### config.mk
export PLATFORM = sky130hd
export DESIGN_NAME = mc_controller_ws
export DESIGN_NICKNAME = d
export VERILOG_FILES = /design/src/rtl/mc_controller_ws.sv
export SDC_FILE = /design/constraint.sdc
export NUM_CORES = 1
export LEC_CHECK = 0
export CORE_ASPECT_RATIO = 1.25
export CORE_UTILIZATION = 50
export DETAILED_ROUTE_END_ITERATION = 16
export PLACE_DENSITY = 0.94
export SLEW_MARGIN = 20
export SYNTH_ARGS = -nofsm -noshare
export SYNTH_HDL_FRONTEND = slang
export SYNTH_SLANG_ARGS = --single-unit
### constraint.sdc
create_clock -name clk -period 4.2 [get_ports clk]
set_input_delay 0.84 -clock clk [delete_from_list [all_inputs] [get_ports clk]]
set_output_delay 0.84 -clock clk [all_outputs]
set_load 0.02 [all_outputs]
### src/rtl/mc_controller_ws.sv
// Multicycle MIPS control unit: FSM main decoder, ALU decoder, memory-wait timeout,
// trap handling and a retired-instruction counter.
module mc_controller_ws #(
  parameter int TIMEOUT = 16,
  parameter int CNT_W   = 32
) (
  input  logic             clk,
  input  logic             reset,
  input  logic [5:0]       op,
  input  logic [5:0]       funct,
  input  logic             zero,
  input  logic             mem_ready,
  output logic             mem_req,
  output logic             pcen,
  output logic             memwrite,
  output logic             irwrite,
  output logic             regwrite,
  output logic             alusrca,
  output logic             iord,
  output logic             memtoreg,
  output logic             regdst,
  output logic             zeroext,
  output logic [1:0]       alusrcb,
  output logic [1:0]       pcsrc,
  output logic [2:0]       alucont,
  output logic             trap,
  output logic             timeout,
  output logic [3:0]       state_o,
  output logic [CNT_W-1:0] instret
);

  typedef enum logic [3:0] {
    FETCH   = 4'd0,
    DECODE  = 4'd1,
    MEMADR  = 4'd2,
    MEMRD   = 4'd3,
    MEMWB   = 4'd4,
    MEMWR   = 4'd5,
    RTYPEEX = 4'd6,
    RTYPEWB = 4'd7,
    BEQEX   = 4'd8,
    BNEEX   = 4'd9,
    ADDIEX  = 4'd10,
    ORIEX   = 4'd11,
    IMMWB   = 4'd12,
    JEX     = 4'd13,
    TRAP    = 4'd14,
    UNUSED  = 4'd15
  } state_t;

  localparam logic [5:0] OP_LW     = 6'b100011;
  localparam logic [5:0] OP_SW     = 6'b101011;
  localparam logic [5:0] OP_RTYPE  = 6'b000000;
  localparam logic [5:0] OP_BEQ    = 6'b000100;
  localparam logic [5:0] OP_BNE    = 6'b000101;
  localparam logic [5:0] OP_ADDI   = 6'b001000;
  localparam logic [5:0] OP_ORI    = 6'b001101;
  localparam logic [5:0] OP_J      = 6'b000010;
  localparam logic [5:0] OP_BUBBLE = 6'b111111;

  localparam logic [5:0] FN_ADD = 6'b100000;
  localparam logic [5:0] FN_SUB = 6'b100010;
  localparam logic [5:0] FN_AND = 6'b100100;
  localparam logic [5:0] FN_OR  = 6'b100101;
  localparam logic [5:0] FN_SLT = 6'b101010;

  localparam logic [2:0] ALU_AND = 3'b000;
  localparam logic [2:0] ALU_OR  = 3'b001;
  localparam logic [2:0] ALU_ADD = 3'b010;
  localparam logic [2:0] ALU_SUB = 3'b110;
  localparam logic [2:0] ALU_SLT = 3'b111;

  // Counter holds the number of un-ready cycles already spent; the trap fires
  // on the cycle that would make it reach TIMEOUT.
  localparam logic [7:0] WAIT_LAST = 8'(TIMEOUT - 1);

  state_t     state, nextstate;
  logic [7:0] waitcnt;
  logic       waitstate;
  logic       timeouthit;
  logic       retire;

  always_ff @(posedge clk or posedge reset) begin
    if (reset) begin
      state   <= FETCH;
      waitcnt <= 8'd0;
      instret <= '0;
      timeout <= 1'b0;
    end else begin
      state <= nextstate;
      if (waitstate && !mem_ready && !timeouthit)
        waitcnt <= waitcnt + 8'd1;
      else
        waitcnt <= 8'd0;
      if (retire)
        instret <= instret + 1'b1;
      if (timeouthit)
        timeout <= 1'b1;
    end
  end

  always_comb begin
    nextstate  = state;
    mem_req    = 1'b0;
    pcen       = 1'b0;
    memwrite   = 1'b0;
    irwrite    = 1'b0;
    regwrite   = 1'b0;
    alusrca    = 1'b0;
    iord       = 1'b0;
    memtoreg   = 1'b0;
    regdst     = 1'b0;
    zeroext    = 1'b0;
    alusrcb    = 2'b00;
    pcsrc      = 2'b00;
    alucont    = ALU_ADD;
    trap       = 1'b0;
    waitstate  = 1'b0;
    timeouthit = 1'b0;
    retire     = 1'b0;

    case (state)
      FETCH: begin
        mem_req   = 1'b1;
        alusrcb   = 2'b01;
        waitstate = 1'b1;
        if (mem_ready) begin
          irwrite   = 1'b1;
          pcen      = 1'b1;
          nextstate = DECODE;
        end
      end
      DECODE: begin
        alusrcb = 2'b11;
        case (op)
          OP_LW, OP_SW: nextstate = MEMADR;
          OP_RTYPE:     nextstate = RTYPEEX;
          OP_BEQ:       nextstate = BEQEX;
          OP_BNE:       nextstate = BNEEX;
          OP_ADDI:      nextstate = ADDIEX;
          OP_ORI:       nextstate = ORIEX;
          OP_J:         nextstate = JEX;
          OP_BUBBLE: begin
            nextstate = FETCH;
            retire    = 1'b1;
          end
          default:      nextstate = TRAP;
        endcase
      end
      MEMADR: begin
        alusrca = 1'b1;
        alusrcb = 2'b10;
        if (op == OP_LW)
          nextstate = MEMRD;
        else if (op == OP_SW)
          nextstate = MEMWR;
        else
          nextstate = TRAP;
      end
      MEMRD: begin
        mem_req   = 1'b1;
        iord      = 1'b1;
        waitstate = 1'b1;
        if (mem_ready)
          nextstate = MEMWB;
      end
      MEMWB: begin
        regwrite  = 1'b1;
        memtoreg  = 1'b1;
        nextstate = FETCH;
        retire    = 1'b1;
      end
      MEMWR: begin
        mem_req   = 1'b1;
        iord      = 1'b1;
        memwrite  = 1'b1;
        waitstate = 1'b1;
        if (mem_ready) begin
          nextstate = FETCH;
          retire    = 1'b1;
        end
      end
      RTYPEEX: begin
        alusrca   = 1'b1;
        nextstate = RTYPEWB;
        case (funct)
          FN_ADD:  alucont = ALU_ADD;
          FN_SUB:  alucont = ALU_SUB;
          FN_AND:  alucont = ALU_AND;
          FN_OR:   alucont = ALU_OR;
          FN_SLT:  alucont = ALU_SLT;
          default: nextstate = TRAP;
        endcase
      end
      RTYPEWB: begin
        regwrite  = 1'b1;
        regdst    = 1'b1;
        nextstate = FETCH;
        retire    = 1'b1;
      end
      BEQEX, BNEEX: begin
        alusrca   = 1'b1;
        alucont   = ALU_SUB;
        pcsrc     = 2'b01;
        pcen      = (state == BEQEX) ? zero : ~zero;
        nextstate = FETCH;
        retire    = 1'b1;
      end
      ADDIEX: begin
        alusrca   = 1'b1;
        alusrcb   = 2'b10;
        nextstate = IMMWB;
      end
      ORIEX: begin
        alusrca   = 1'b1;
        alusrcb   = 2'b10;
        zeroext   = 1'b1;
        alucont   = ALU_OR;
        nextstate = IMMWB;
      end
      IMMWB: begin
        regwrite  = 1'b1;
        nextstate = FETCH;
        retire    = 1'b1;
      end
      JEX: begin
        pcsrc     = 2'b10;
        pcen      = 1'b1;
        nextstate = FETCH;
        retire    = 1'b1;
      end
      default: begin
        trap      = 1'b1;
        nextstate = TRAP;
      end
    endcase

    // A ready on the last allowed cycle wins, so only an un-ready cycle can trap.
    if (waitstate && !mem_ready && waitcnt == WAIT_LAST) begin
      timeouthit = 1'b1;
      nextstate  = TRAP;
    end

    if (reset) begin
      mem_req  = 1'b0;
      pcen     = 1'b0;
      memwrite = 1'b0;
      irwrite  = 1'b0;
      regwrite = 1'b0;
    end
  end

  assign state_o = state;

endmodule

==> out/summary.txt <==
Yosys warns: 0
Final Non-Filler Cells: 398
Number of enable flip-flop cells after synthesis: 0
Register bit total from synthesis: 45
Clock network fraction of total power: 0.447
Initial Util: 0.534
GRT Total Usage: 0.254
# setup viols final: 0
Largest net degree at the start of global routing: 46
Post-CTS Hold Fix Bufs: 0
Worst-path clk slew: 0.08 ns
P_sw: 0.173 mW
Skew final: 0.00353 ns
Hpwl dp: 4.53 mm
Max VDD drop: 254 uV
Status: complete, no violations
Sum Neg Setup Slack: 0 ns
CTS Sinks: 45
Initial DRC Count: 209
Relative slew slack: 0.555
GRT overflow: 0
Num CTS Buffers: 5
Worst slack at placement: 0.810 ns
Initial antenna violation count: 0
Synthesized net count: 289
Worst hold stages: 1
CP startpoint kind: register
Via-per-instance ratio: 5.95
Die W: 66.3 um
Leakage power: 1.32 nW
Slew @ Worst Pin: 0.665 ns
Via Count: 2368
RSZ-0062 raised after global routing: no
Post-CTS Setup Bufs: 0
Placement Rows: 28
First-pass GRT wire length: 10.6 mm
Worst skew pair latency: 0.30 ns
Max-slew violations: 0
Fin crit period: 3.61 ns
Number of global-route vias before repair: 2229
Cells after Synth: 271
Total power: 0.862 mW
Antenna Nets Post-Route: 0
Asr flop ratio synth: 1.00
Synthesized cell area: 0.00258 sq mm
Length of the first detailed-routing pass in iterations: 4
Diodes inserted: 0
RR Startpoint: state_o[1]
CTS root buffer: clkbuf_8
Core area: 0.00483 sq mm
TritonCTS clock tree: done
Post-synthesis cell type count: 51
Die ar.: 0.00545 sq mm
Pwr per Cell Area: 250 mW/mm^2
Internal Power: 0.689 mW
Net Sw Frac: 0.201
Die height: 82.3 um
Worst hold path class: register to register
DR WL/cell: 15.9 um
Routed wire length: 6.33 mm
Synth Flop Type: dfrtp_1
Longest Clk Path Bufs: 2
H-tree depth: 2
Crit Path Max Fanout: 23
Data arrival, critical path: 2.77 ns
Final period util: 0.861
Final hold vios: 0
Drc violations: 0
Critical Path Start: state_o[1]
Syn_area_per_cell: 9.52 sq um
Gpl congestion: 0.863
Placed insts: 390
Final WS setup: 0.586 ns
Worst endpoint required time: 3.36 ns
Post-CTS Resized: 0
IO Pins: 71
Filler Cell Count: 352
Port Buffers: 70
Layout cells sized above 1: 0.0503
Crit path capture type: primary output
Combinational power share: 0.050
WS Path Type: register to primary output
Hold Startpoint: waitcnt[0]
Sequential share of power: 0.503
Peak Freq: 0.277 GHz
MaxCap Viol Count: 0
Register area share after synthesis: 0.436
Nets: 355
Register-to-Register Path Depth: 5
Area grow syn2layout: 33.5%
==> worst paths after layout <==
kind / end / slack [ns]
worst max-delay path: alucont[2] / 0.59
worst min-delay path: waitcnt[0] / 0.48
worst max register to register: instret[25] / 1.59
worst min register to register: waitcnt[0] / 0.48
max in group asynchronous: state_o[0] / 2.71
min in group asynchronous: state_o[1] / 1.11
==> routing by layer <==
layer / part of all wire / vias to the layer above / global-route usage
li1: - / 1109 / -
met1: 0.39 / 1159 / 0.298
met2: 0.53 / 88 / 0.457
met3: 0.066 / 12 / 0.0632
met4: 0.020 / 0 / 0.0702
met5: 0 / - / 0
==> logic make-up (layout without fill, tap and decap cells) <==
| kind of cell | after synthesis | count (layout) | synth area share |
|---|---|---|---|
| buf+inv | 19 | 86 | 0.0310 |
| xor+xnor | 41 | 41 | 0.139 |
| mux | 3 | 3 | 0.0126 |
| compound gates | 39 | 39 | 0.114 |
| fa+ha+maj | 2 | 2 | 0.00970 |
| simple gates | 122 | 122 | 0.257 |
| flops | 45 | 45 | 0.436 |
==> synthesized netlist by cell type (all sizes together), types with 2 or more instances <==
cell	number	area, sq um
a31oi	3	18.8
ha	2	25.0
or3	2	17.5
xor2	17	149
o21bai	3	22.5
o41ai	2	17.5
nand4	10	62.6
nand2	18	67.6
nor2	24	90.1
nand3	19	95.1
nor4	3	18.8
clkbuf	7	26.3
a221oi	2	17.5
a221o	2	20.0
nor3	16	100
inv	7	26.3
o21ai	4	20.0
and3	8	50.1
xnor2	24	210
dfrtp	45	1130
a22oi	2	15.0
a21oi	7	38.8
buf	5	27.5
and4	6	52.6
o2111a	2	22.5
nor2b	4	25.0
nand2b	7	43.8
mux2	2	22.5
==> critical path, cell delays in order (launching register included) <==
cell,delay (ns)
dfrtp_1,0.77
nand2_1,0.22
nor3_1,0.35
nand2_1,0.13
o41ai_1,0.33
clkdlybuf4s50_1,0.67
==> through the flow <==
step	cell area, sq um	util	hold slack, ns
4_1_cts	3440	0.712	0.483
2_1_floorplan	2580	-	0.433
6_report	3440	0.712	0.475
3_3_place_gp	3310	0.685	0.444
5_1_grt	3440	0.712	0.497
3_5_place_dp	3310	0.685	0.464
==> power by group through the flow <==
stage	sequential [mW]	combinational [mW]	clock, mW
detailed placement	0.442	0.0426	0
global placement	0.442	0.0417	0
CTS	0.433	0.0431	0.393
global route	0.434	0.0472	0.408
finish	0.433	0.0428	0.386
floorplan	0.443	0.0170	0
==> layout by cell type (no fill, tap or decap), types with 2 or more instances in the layout <==
| cell | instances |
|---|---|
| clkdlybuf4s50_1 | 70 |
| dfrtp_1 | 45 |
| nor2_1 | 24 |
| xnor2_1 | 24 |
| nand3_1 | 19 |
| nand2_1 | 18 |
| xor2_1 | 17 |
| nor3_1 | 12 |
| nand4_1 | 10 |
| and3_1 | 8 |
| nand2b_1 | 7 |
| inv_1 | 6 |
| and4_1 | 6 |
| a21oi_1 | 6 |
| clkbuf_8 | 5 |
| nor2b_1 | 4 |
| o21ai_0 | 4 |
| nor3_2 | 4 |
| a31oi_1 | 3 |
| nor4_1 | 3 |
| o21bai_1 | 3 |
| o41ai_1 | 2 |
| a221oi_1 | 2 |
| mux2_2 | 2 |
| a221o_1 | 2 |
| o2111a_1 | 2 |
| a22oi_1 | 2 |
| ha_1 | 2 |
| bufinv_16 | 2 |
==> flip-flops by register name, summed over array words and instances (netlist names) <==
signal,flops
instret,32
waitcnt,8
timeout,1
state_o,4
==> final cells by class <==
type | instances | area [sq um] | area share
Clock inverter | 3 | 65.1 | 0.0189
Tap cell | 60 | 75.1 | 0.0218
Timing Repair Buffer | 71 | 708 | 0.206
Clock buffer | 5 | 68.8 | 0.0200
Sequential cell | 45 | 1130 | 0.327
Inverter | 7 | 26.3 | 0.00763
Multi-Input combinational cell | 207 | 1370 | 0.399
No activity file was read; power rests on OpenSTA's default activity.
